==> src/rtl/gzip_pkg.sv <==
// rtl/gzip_pkg.sv - shared types and constants for the gzip job sequencer
package gzip_pkg;

    typedef enum logic [2:0] {
        ST_IDLE   = 3'd0,
        ST_RESET  = 3'd1,
        ST_STREAM = 3'd2,
        ST_DRAIN  = 3'd3,
        ST_DONE   = 3'd4
    } seq_state_t;

    localparam logic [1:0] BTYPE_STORED = 2'b00;
    localparam logic [1:0] BTYPE_FIXED  = 2'b01;

    localparam int ERR_BSIZE   = 0;
    localparam int ERR_BTYPE   = 1;
    localparam int ERR_TIMEOUT = 2;

endpackage

==> src/rtl/gzip_seq_watchdog.sv <==
// rtl/gzip_seq_watchdog.sv - loadable saturating drain watchdog counter
module gzip_seq_watchdog #(
    parameter int WIDTH = 20
) (
    input  logic             core_clock,
    input  logic             bus_reset,
    input  logic             clear,
    input  logic             load,
    input  logic [WIDTH-1:0] load_value,
    input  logic             enable,
    output logic             expired
);

    logic [WIDTH-1:0] count;

    assign expired = (count == '1);

    always_ff @(posedge core_clock or posedge bus_reset) begin
        if (bus_reset) begin
            count <= '0;
        end else if (clear) begin
            count <= '0;
        end else if (load) begin
            count <= load_value;
        end else if (enable && !expired) begin
            count <= count + 1'b1;
        end
    end

endmodule

==> src/rtl/gzip_job_sequencer.sv <==
// rtl/gzip_job_sequencer.sv - sequences one deflate job through gzip_top
// Optional drain watchdog: GZIP_SEQ_TIMEOUT_EN
module gzip_job_sequencer
    import gzip_pkg::*;
#(
    parameter int CNT_WIDTH  = 24,
    parameter int RST_CYCLES = 4,
    parameter int TMO_WIDTH  = 20
) (
    input  logic                 core_clock,
    input  logic                 bus_reset,
    input  logic                 start,
    input  logic                 abort,
    input  logic [1:0]           cfg_btype,
    input  logic                 cfg_rev_endianness,
    input  logic [CNT_WIDTH-1:0] cfg_word_count,
    input  logic                 in_valid,
    output logic                 in_ready,
    input  logic                 core_full,
    output logic                 core_wren,
    output logic                 gzip_rst_n,
    output logic [1:0]           btype,
    output logic                 rev_endianness,
    input  logic                 core_done,
    input  logic                 core_btype_err,
    input  logic                 core_bsize_err,
    input  logic [31:0]          core_isize,
    input  logic [31:0]          core_crc32,
    output logic                 busy,
    output logic                 irq,
    input  logic                 irq_clear,
    output logic [31:0]          res_isize,
    output logic [31:0]          res_crc32,
    output logic [2:0]           res_err,
    output logic [CNT_WIDTH-1:0] words_left
);

    localparam int RCW = (RST_CYCLES > 1) ? $clog2(RST_CYCLES) : 1;

    seq_state_t     state;
    logic [RCW-1:0] rst_cnt;
    logic           timeout_flag;
    logic           wd_expired;

    assign busy      = (state != ST_IDLE);
    assign in_ready  = (state == ST_STREAM) && !core_full;
    assign core_wren = in_valid && in_ready;

`ifdef GZIP_SEQ_TIMEOUT_EN
    logic drain_entry;

    // Loading 1 on entry makes the all-ones compare fire on the (2^W-1)th DRAIN cycle
    assign drain_entry = ((state == ST_RESET) && (rst_cnt == '0) && (words_left == '0)) ||
                         (core_wren && (words_left == CNT_WIDTH'(1)));

    gzip_seq_watchdog #(.WIDTH(TMO_WIDTH)) u_watchdog (
        .core_clock (core_clock),
        .bus_reset  (bus_reset),
        .clear      (abort || (state == ST_IDLE)),
        .load       (drain_entry),
        .load_value (TMO_WIDTH'(1)),
        .enable     (state == ST_DRAIN),
        .expired    (wd_expired)
    );
`else
    logic [TMO_WIDTH-1:0] unused_tmo;
    assign unused_tmo = '0;
    assign wd_expired = 1'b0;
`endif

    always_ff @(posedge core_clock or posedge bus_reset) begin
        if (bus_reset) begin
            state          <= ST_IDLE;
            rst_cnt        <= '0;
            gzip_rst_n     <= 1'b0;
            btype          <= '0;
            rev_endianness <= 1'b0;
            words_left     <= '0;
            timeout_flag   <= 1'b0;
            res_isize      <= '0;
            res_crc32      <= '0;
            res_err        <= '0;
        end else if (abort && (state != ST_IDLE)) begin
            state      <= ST_IDLE;
            gzip_rst_n <= 1'b0;
        end else begin
            case (state)
                ST_IDLE: begin
                    if (start) begin
                        btype          <= cfg_btype;
                        rev_endianness <= cfg_rev_endianness;
                        words_left     <= cfg_word_count;
                        rst_cnt        <= RCW'(RST_CYCLES - 1);
                        gzip_rst_n     <= 1'b0;
                        timeout_flag   <= 1'b0;
                        state          <= ST_RESET;
                    end
                end
                ST_RESET: begin
                    if (rst_cnt == '0) begin
                        gzip_rst_n <= 1'b1;
                        state      <= (words_left == '0) ? ST_DRAIN : ST_STREAM;
                    end else begin
                        rst_cnt <= rst_cnt - 1'b1;
                    end
                end
                ST_STREAM: begin
                    if (core_wren) begin
                        words_left <= words_left - 1'b1;
                        if (words_left == CNT_WIDTH'(1)) begin
                            state <= ST_DRAIN;
                        end
                    end
                end
                ST_DRAIN: begin
                    if (core_done) begin
                        state <= ST_DONE;
                    end else if (wd_expired) begin
                        timeout_flag <= 1'b1;
                        state        <= ST_DONE;
                    end
                end
                ST_DONE: begin
                    res_isize            <= core_isize;
                    res_crc32            <= core_crc32;
                    res_err[ERR_TIMEOUT] <= timeout_flag;
                    res_err[ERR_BTYPE]   <= core_btype_err;
                    res_err[ERR_BSIZE]   <= core_bsize_err;
                    state                <= ST_IDLE;
                end
                default: state <= ST_IDLE;
            endcase
        end
    end

    // Completion beats a same-cycle clear so an interrupt is never lost
    always_ff @(posedge core_clock or posedge bus_reset) begin
        if (bus_reset) begin
            irq <= 1'b0;
        end else if ((state == ST_DONE) && !abort) begin
            irq <= 1'b1;
        end else if (irq_clear) begin
            irq <= 1'b0;
        end
    end

endmodule

==> config.mk <==
export PLATFORM = sky130hd
export DESIGN_NAME = gzip_job_sequencer
export DESIGN_NICKNAME = d
export VERILOG_FILES = /design/src/rtl/gzip_pkg.sv /design/src/rtl/gzip_seq_watchdog.sv /design/src/rtl/gzip_job_sequencer.sv
export SDC_FILE = /design/constraint.sdc
export NUM_CORES = 1
export LEC_CHECK = 0
export ABC_CLOCK_PERIOD_IN_PS = 4100
export CORE_UTILIZATION = 30
export CTS_BUF_LIST = sky130_fd_sc_hd__clkbuf_16
export DETAILED_ROUTE_END_ITERATION = 12
export MAX_ROUTING_LAYER = met4
export PLACE_DENSITY = 0.66
export SLEW_MARGIN = 20
export SYNTH_ARGS = -nofsm -noshare
export SYNTH_HDL_FRONTEND = slang
export SYNTH_SLANG_ARGS = --single-unit
export TNS_END_PERCENT = 20
==> constraint.sdc <==
create_clock -name core_clock -period 4.1 [get_ports core_clock]
set_input_delay 0.41 -clock core_clock [delete_from_list [all_inputs] [get_ports core_clock]]
set_output_delay 0.41 -clock core_clock [all_outputs]
set_load 0.02 [all_outputs]
Yosys cells after proc, flatten, opt, wreduce, memory -nomap -nowiden
Index checks and enable logic that the tools add are counted.

cells by class
  add/sub/neg operators = 2
  equal/unequal tests = 13
  mux-type cells = 20
  bitwise logic cells = 1
  reduce and logical (&&, ||, !) cells = 20

operators by type and width
  cell                   count
  $mux 24                2
  $pmux 24 s2            1
  $eq 24x1->1 const B    1
  $logic_not 24->1       1
  $sub 24x1->24 const B  1
  $mux 3                 6
  $pmux 3 s4             1
  $ne 3x3->1 const B     3
  $reduce_and 4->1       2
  $eq 3x2->1 const B     2
  $mux 1                 6
  $ne 2x2->1 const B     3
  $reduce_and 3->1       2
  $reduce_bool 2->1      3
  $reduce_bool 3->1      2
  $reduce_and 5->1       1
  $logic_and 1x1->1      4
  $mux 2                 2
  $pmux 2 s2             1
  $eq 3x1->1 const B     1
  $eq 3x3->1 const B     1
  $logic_not 3->1        1
  $ne 3x1->1 const B     1
  $ne 3x2->1 const B     1
  other kinds (6)        7

word-level totals
  register bits after elaboration = 100
  input port bits = 101
  output and inout port bits = 99
  logic and storage cells = 66

Depth between registers and ports, before layout
Gate-level depths: netlist of run 1.

  depth after elaboration = 6
  gate-level depth with buffers = 7
  mapped depth without buffers = 6

Worst setup path before layout of run 1
Ideal clock, no wire load.

  kind = reg2reg
  from = reg words_left[15]
  to = reg words_left[23]
  arrival time = 2.544 ns
  data required time = 4.029 ns
  slack = 1.485 ns
  cell stages (with the launch flop) = 7
  buffers on the path = 1
  cell sequence = dfrtp_1 > buf_6 > or4_4 > or4_4 > or4_4 > or4_1 > nand4_1

between the ends
  cells in the longest elaborated chain, start to end = 3

ends and longest elaborated chain
  what                      line                       source
  start: declaration        gzip_job_sequencer.sv:35   output logic [CNT_WIDTH-1:0] words_left
  start signal: assignment  gzip_job_sequencer.sv:92   words_left <= cfg_word_count;
  start signal: assignment  gzip_job_sequencer.sv:109  words_left <= words_left - 1'b1;
  $sub 24x1->24             gzip_job_sequencer.sv:109
  $mux 24                   gzip_job_sequencer.sv:108  if (core_wren) begin
  $pmux 24 s2               gzip_job_sequencer.sv:87   case (state)

Every way passes these cells. The select of a mux whose other input is x is not followed.
A chain may end at the register's enable or synchronous reset.

Final worst setup path of run 1
  from = reg state[1]
  to = out core_wren

between the ends
  cells in the longest elaborated chain, start to end = 3

ends and longest elaborated chain
  what                      line                       source
  start: declaration        gzip_job_sequencer.sv:40   seq_state_t state;
  start signal: assignment  gzip_job_sequencer.sv:102  state <= (words_left == '0) ? ST_DRAIN : ST_STREAM;
  $eq 3x2->1                gzip_job_sequencer.sv:46   assign in_ready = (state == ST_STREAM) && !core_full;
  $logic_and 1x1->1         gzip_job_sequencer.sv:46
  $logic_and 1x1->1         gzip_job_sequencer.sv:47   assign core_wren = in_valid && in_ready;
  end: declaration          gzip_job_sequencer.sv:20   output logic core_wren,

Every way passes these cells.

==> metrics.cfg, run 1 <==
[outcome]
status=complete, no violations

[power_and_ir_drop]
power_density_nw_per_um2=514
seqPwrFrac_pct=40.5
switching_share_pct=36.8
internal_power_mw=2.29
total_power_mw=3.63
clockPowerShare_pct=23.3
switchingPower_mw=1.33
peakVddDrop_v=0.000189
pwr-share-comb_pct=36.2
p_leak_nw=2.98

[synthesis]
ys_seq_area_share_pct=54.0
synth-edff-count=0
synth_mux_area_share_pct=16.8
yosys.area_share.simple_pct=11.5
synth_ff_type=dfrtp_1
syn_nets=505
netlist_area_um2=4630
synth_warnings=0
ys_types=53
synthAdderAreaFrac_pct=1.08
avgSynthCellArea_um2=11.6
synth_seq_cells=100
synth_compound_area_share_pct=12.4
synthCells=400
synth_top_family_by_area=multiplexers
synth-xor-area-share_pct=0
async_flop_share_pct=100

[clock_network]
post_cts_buffers=0
holdBufCountCts=0
insertion_delay_ns=0.35
cts.clk_slew.worst_paths_ns=0.07
cts_tree=yes
htreeDepth=3
clock_path_buffers=2
cts-root-buf=clkbuf_16
cts_sinks=100
post_cts_resize_count=0
cts_buffers=9

[run]
maxCapViolations=0

[routing]
drc=0
top_layer_used=met4
ant_nets=0
viasPerCell=5.03
drt_first_pass_iters=4
wl_per_cell_um=16.1
wirelength_um=12600
route.met3.wl_um=874
m1WireLength_um=5270
dr_wl_met2_um=6260
drt_iter0_markers=230
num_vias=3947

[sta]
slew_headroom_pct=43.5
hold-worst-slack_ns=0.491
period_share_pct=67.8
min_period_ns=2.78
setup_viol=0
slew_viol_final=0
hold_viol_final=0
skew_ns=0.00663
worst_slew_pin_slew_ns=0.840
fin_setup_tns_ns=0
rsz0062_at_grt=no
max_clock_freq_mhz=360

[die]
row_count=45
start_util_pct=30.6
io_pins=200
coreArea_um2=15100
die_w_um=126
die_area_um2=15900
die_y_um=126

[final_layout]
postLayoutCellArea_um2=7050
nets=694
area_growth_pct=52.2
stdcell_count=784
drive_above_1_share_pct=17.2

[global_route]
antenna_found_initial=2
grt-ovfl-total=0
grt_usage_pct=16.7
grt_max_degree=79
grt_pass1_wl_um=20100
grt_pass1_vias=3982

[setup_path]
cp_max_fo=44
crit_required_ns=3.69
worst-setup-path-type=reg -> out
start_kind=flip-flop
critical_path_arrival_ns=2.37
ff2ff_setup_slack_ns=1.33
critPathCaptureType=output pin

[place]
dp_cells=766
dpl-instance-area_um2=6740
port_buffers=198
gp_congestion=0.818
place_hpwl_um=9100

[min_path]
hold_class=reg -> reg

==> power groups by stage <==
stage                     registers (mW)  clock network (mW)  logic, mW
after floorplan                     1.64                   0      0.504
after global placement              1.47                   0       1.29
after detailed placement            1.48                   0       1.32
after CTS                           1.47               0.870       1.32
after global routing                1.51               0.908       1.40
final                               1.47               0.844       1.31
==> cells in the final DEF (no fill, tap or decap), types with 3 or more instances in the layout <==
master,count
a31oi_1,4
clkdlybuf4s50_1,198
buf_4,5
o31ai_1,4
o21ai_0,11
nand3b_1,3
o22ai_1,5
or4_4,3
and3_1,3
nand2_1,21
nor4_1,6
nand3_1,8
nor2_1,32
inv_1,7
o32ai_1,4
clkbuf_16,9
mux2_2,69
ha_1,4
inv_8,3
a21oi_1,37
nand4_1,3
o22a_1,5
nand4b_1,3
nor3_1,7
dfrtp_1,100
==> layer usage <==
metal | up-vias | track usage [%]
met5 | - | -
met4 | 0 | 6.66
met3 | 14 | 4.38
met2 | 161 | 27.0
met1 | 1922 | 19.8
li1 | 1850 | -
==> path summary, 6_finish.rpt <==
kind | from | endpoint | cells after the start
worst max-delay path | state[1] | core_wren | 4
worst min-delay path | irq | irq | 1
worst max register to register | words_left[7] | words_left[23] | 5
worst min register to register | irq | irq | 1
max in group asynchronous | bus_reset | res_crc32[9] | 3
min in group asynchronous | bus_reset | res_isize[18] | 2
==> cell usage after synthesis, drive strengths merged (2+ instances only) <==
| cell type | number | area share, % |
|---|---|---|
| a211o | 2 | 0.41 |
| a211oi | 2 | 0.32 |
| a21oi | 37 | 4.0 |
| a2bb2oi | 2 | 0.38 |
| a31oi | 4 | 0.54 |
| a41o | 2 | 0.43 |
| and3 | 3 | 0.41 |
| buf | 9 | 1.9 |
| clkbuf | 16 | 1.5 |
| dfrtp | 100 | 54 |
| ha | 4 | 1.1 |
| inv | 8 | 0.65 |
| mux2 | 69 | 17 |
| nand2 | 21 | 1.7 |
| nand3 | 8 | 0.86 |
| nand3b | 3 | 0.49 |
| nand4 | 3 | 0.41 |
| nand4b | 3 | 0.57 |
| nor2 | 32 | 2.6 |
| nor2b | 2 | 0.27 |
| nor3 | 7 | 0.76 |
| nor4 | 6 | 0.81 |
| nor4b | 2 | 0.38 |
| o21a | 2 | 0.32 |
| o21ai | 11 | 1.2 |
| o22a | 5 | 0.95 |
| o22ai | 5 | 0.68 |
| o31ai | 4 | 0.65 |
| o32ai | 4 | 0.76 |
| or2 | 2 | 0.27 |
| or3 | 2 | 0.30 |
| or4 | 5 | 1.1 |
==> logic make-up after synthesis <==
kind of cell | count (synthesis)
other | 1
buffers and inverters | 33
AOI/OAI and AO/OA | 90
adders and majority gates | 4
muxes | 69
DFF | 100
and+or+nand+nor | 103
==> area by class of cell <==
class,count,area [um^2]
Multi-Input combinational cell,267,1960
Clock buffer,9,225
Clock inverter,7,66.3
Tap cell,188,235
Fill cell,1365,8100
Inverter,8,35.0
Sequential cell,100,2500
Antenna cell,2,5.00
Timing Repair Buffer,203,2020
==> sequential cells by signal (all words and copies together), names as in the netlist <==
| name | cells |
|---|---|
| btype | 2 |
| gzip_rst_n | 1 |
| irq | 1 |
| res_crc32 | 32 |
| res_err | 2 |
| res_isize | 32 |
| rev_endianness | 1 |
| rst_cnt | 2 |
| state | 3 |
| words_left | 24 |
==> worst max-delay path, cell delays in order, from the launching register on <==
cell and delay (ns):
dfrtp_1 0.59, nor3b_2 0.23, buf_4 0.40, and2_1 0.20
clkdlybuf4s50_1 0.60
==> stage by stage <==
| stage | utilization (%) | worst slack, ns |
|---|---|---|
| finish | 46.5 | 1.32 |
| global route | 46.5 | 1.14 |
| CTS | 46.4 | 1.30 |
| detailed placement | 44.5 | 1.38 |
| global placement | 44.5 | 1.53 |
| floorplan | - | 1.07 |
(Power assumes the default switching activity.)
==> inputs of run 2 (changes only) <==
--- a/config.mk
+++ b/config.mk
@@ -5,12 +5,12 @@
 export SDC_FILE = /design/constraint.sdc
 export NUM_CORES = 1
 export LEC_CHECK = 0
-export ABC_CLOCK_PERIOD_IN_PS = 4100
+export ABC_CLOCK_PERIOD_IN_PS = 2300
 export CORE_UTILIZATION = 30
 export CTS_BUF_LIST = sky130_fd_sc_hd__clkbuf_16
 export DETAILED_ROUTE_END_ITERATION = 12
 export MAX_ROUTING_LAYER = met4
-export PLACE_DENSITY = 0.66
+export PLACE_DENSITY = 0.69
 export SLEW_MARGIN = 20
 export SYNTH_ARGS = -nofsm -noshare
 export SYNTH_HDL_FRONTEND = slang
==> constraint.sdc (replaced) <==
create_clock -name core_clock -period 2.3 [get_ports core_clock]
set_input_delay 0.23 -clock core_clock [delete_from_list [all_inputs] [get_ports core_clock]]
set_output_delay 0.23 -clock core_clock [all_outputs]
set_load 0.02 [all_outputs]
==> run 2 against run 1 <==
The flow now finishes with violations (setup timing). Register-to-register slack worse by 1.4 ns. Power is 82% higher. Clock skew hardly changed. Via count is 1.4% higher. Design area is 2.4% higher. Setup slack worse by 1.4 ns. Clock power is 69% higher. Sequential power is 71% higher. Critical path depth is 1 higher. Largest cell class unchanged.
==> metrics.cfg, run 2 (synthesized netlist as in run 1, its figures left out) <==
[clock_network]
clock_path_buffers=2  ; unchanged
insertion_delay_ns=0.35  ; about the same
cts_sinks=100  ; unchanged
cts_tree=yes  ; unchanged
cts.clk_slew.worst_paths_ns=0.07  ; about the same
cts_buffers=9  ; unchanged
htreeDepth=3  ; unchanged
holdBufCountCts=0  ; unchanged
cts-root-buf=clkbuf_16  ; unchanged

[place]
place_hpwl_um=9140  ; was 9100 um
dp_cells=785  ; was 766
gp_congestion=0.895  ; was 0.818
port_buffers=198  ; unchanged

[sta]
setup_viol=1  ; was 0
min_period_ns=2.38
rsz0062_at_grt=yes  ; was no
hold_viol_final=0  ; unchanged
period_share_pct=104
slew_viol_final=0  ; unchanged
finalWorstSetupSlack_ns=-0.0845  ; was 1.32 ns
hold-worst-slack_ns=0.364  ; was 0.491 ns
max_clock_freq_mhz=419
skew_ns=0.00664  ; was 0.00663 ns
slew_headroom_pct=63.6  ; was 43.5%
worst_slew_pin_slew_ns=0.546  ; was 0.840 ns

[power_and_ir_drop]
switching_share_pct=35.9  ; was 36.8%
power_density_nw_per_um2=914  ; was 514 nW/um^2
p_leak_nw=3.07  ; was 2.98 nW
pwr-share-comb_pct=40.1  ; was 36.2%
clockPowerShare_pct=21.8  ; was 23.3%
seqPwrFrac_pct=38.1  ; was 40.5%
peakVddDrop_v=0.000416  ; was 0.000189 V
switchingPower_mw=2.37  ; was 1.33 mW
internal_power_mw=4.23  ; was 2.29 mW
total_power_mw=6.60  ; was 3.63 mW

[die]
start_util_pct=30.6  ; unchanged
die_area_um2=15900  ; unchanged
coreArea_um2=15100  ; unchanged
die_w_um=126  ; unchanged
io_pins=200  ; unchanged
row_count=45  ; unchanged
die_y_um=126  ; unchanged

[final_layout]
drive_above_1_share_pct=20.4  ; was 17.2%
area_growth_pct=55.9  ; was 52.2%
antenna_cells=0  ; was 2
final_util_pct=47.7  ; was 46.5%
reg_top3=res_crc32 (32), res_isize (32), words_left (24)  ; unchanged
nets=713  ; was 694
fillers=1360  ; was 1365
stdcell_count=801  ; was 784
layout_common_cells=198 x clkdlybuf4s50_1, 98 x dfrtp_1, 69 x mux2_2  ; was 198 x clkdlybuf4s50_1, 100 x dfrtp_1, 69 x mux2_2
layout_commonest_cell=clkdlybuf4s50_1  ; unchanged

[global_route]
grt-ovfl-total=0  ; unchanged
grt_pass1_wl_um=20400  ; was 20100 um
grt_pass1_vias=4148  ; was 3982
grt_usage_pct=16.7  ; about the same
grt_max_degree=101  ; was 79
antenna_found_initial=0  ; was 2

[setup_path]
worst-setup-path-type=reg -> reg  ; was reg -> out
start_kind=flip-flop  ; unchanged
critical_path_arrival_ns=2.67  ; was 2.37 ns
cp_max_fo=2  ; was 44
critPathCaptureType=flip-flop  ; was output pin
crit_required_ns=2.58  ; was 3.69 ns

[min_path]
hold_class=in -> async  ; was reg -> reg

[routing]
num_vias=4002  ; was 3947
drt_first_pass_iters=4  ; unchanged
wl_per_cell_um=15.8  ; was 16.1 um
drt_iter0_markers=217  ; was 230
wirelength_um=12700  ; was 12600 um
viasPerCell=5.00  ; was 5.03
drc=0  ; unchanged
ant_nets=0  ; unchanged

[outcome]
status=complete, but fails checks  ; was complete, no violations
violations=setup timing

[run]
maxCapViolations=0  ; unchanged

[run 2: changes by cell type in the layout (fill, tap and decap cells not counted), sizes merged]
cell	previous run	this run
buf	5	24
clkinv	1	3
diode	2	0
inv	12	10
[run 2: timing repair]
item	in CTS	in global routing
setup endpoints to repair	1	5
gates resized for setup	0	5
buffers inserted	0	0
pin swaps	0	1
[run 2: worst paths after layout]
path | endpoint | depth (start not counted) | slack, ns | startpoint
setup reg to reg | words_left[23] | 5 | -0.08 | words_left[15]
min in group core_clock | irq | 3 | 0.46 | irq_clear
setup / recovery | words_left[23] | 5 | -0.08 | words_left[15]
max in group asynchronous | state[0] | 3 | 1.49 | bus_reset
hold / removal | res_isize[20] | 3 | 0.36 | bus_reset
hold reg to reg | irq | 1 | 0.49 | irq
[run 2: final cells by class]
type | count | area, um^2 | share of cell area (%)
Timing Repair Buffer | 222 | 2200 | 30.5
Inverter | 8 | 33.8 | 0.468
Tap cell | 188 | 235 | 3.26
Clock buffer | 9 | 225 | 3.12
Multi-Input combinational cell | 267 | 1970 | 27.3
Clock inverter | 7 | 51.3 | 0.711
Sequential cell | 100 | 2500 | 34.7
[run 2: worst max-delay path, stage by stage (launching register included)]
cell and delay [ns]:
dfrtp_1 0.38, or4_4 0.53, or4_4 0.44, or4_4 0.49, or4_1 0.40, nand4_1 0.08
[run 2: layer usage]
layer	share of wire, %	GRT usage (%)	vias up
li1	-	-	1873
met1	43	20.6	1946
met2	49	26.2	166
met3	6.7	4.04	17
met4	1.9	6.87	0
met5	0	-	-
[run 2: stage by stage]
step                      instance area, um^2  TNS [ns]  worst slack [ns]
after floorplan                          4630    -0.315            -0.315
after global placement                   6920   -0.0662           -0.0662
after detailed placement                 6920   -0.0863           -0.0863
after CTS                                7200    -0.104            -0.104
after global routing                     7220    -0.149            -0.149
final                                    7220   -0.0845           -0.0845
[run 2: power by group through the flow]
stage | clock network, mW | logic (mW) | registers [mW]
finish | 1.43 | 2.65 | 2.51
global route | 1.54 | 2.84 | 2.58
CTS | 1.48 | 2.66 | 2.51
detailed placement | 0 | 2.65 | 2.53
global placement | 0 | 2.60 | 2.51
floorplan | 0 | 0.899 | 2.93
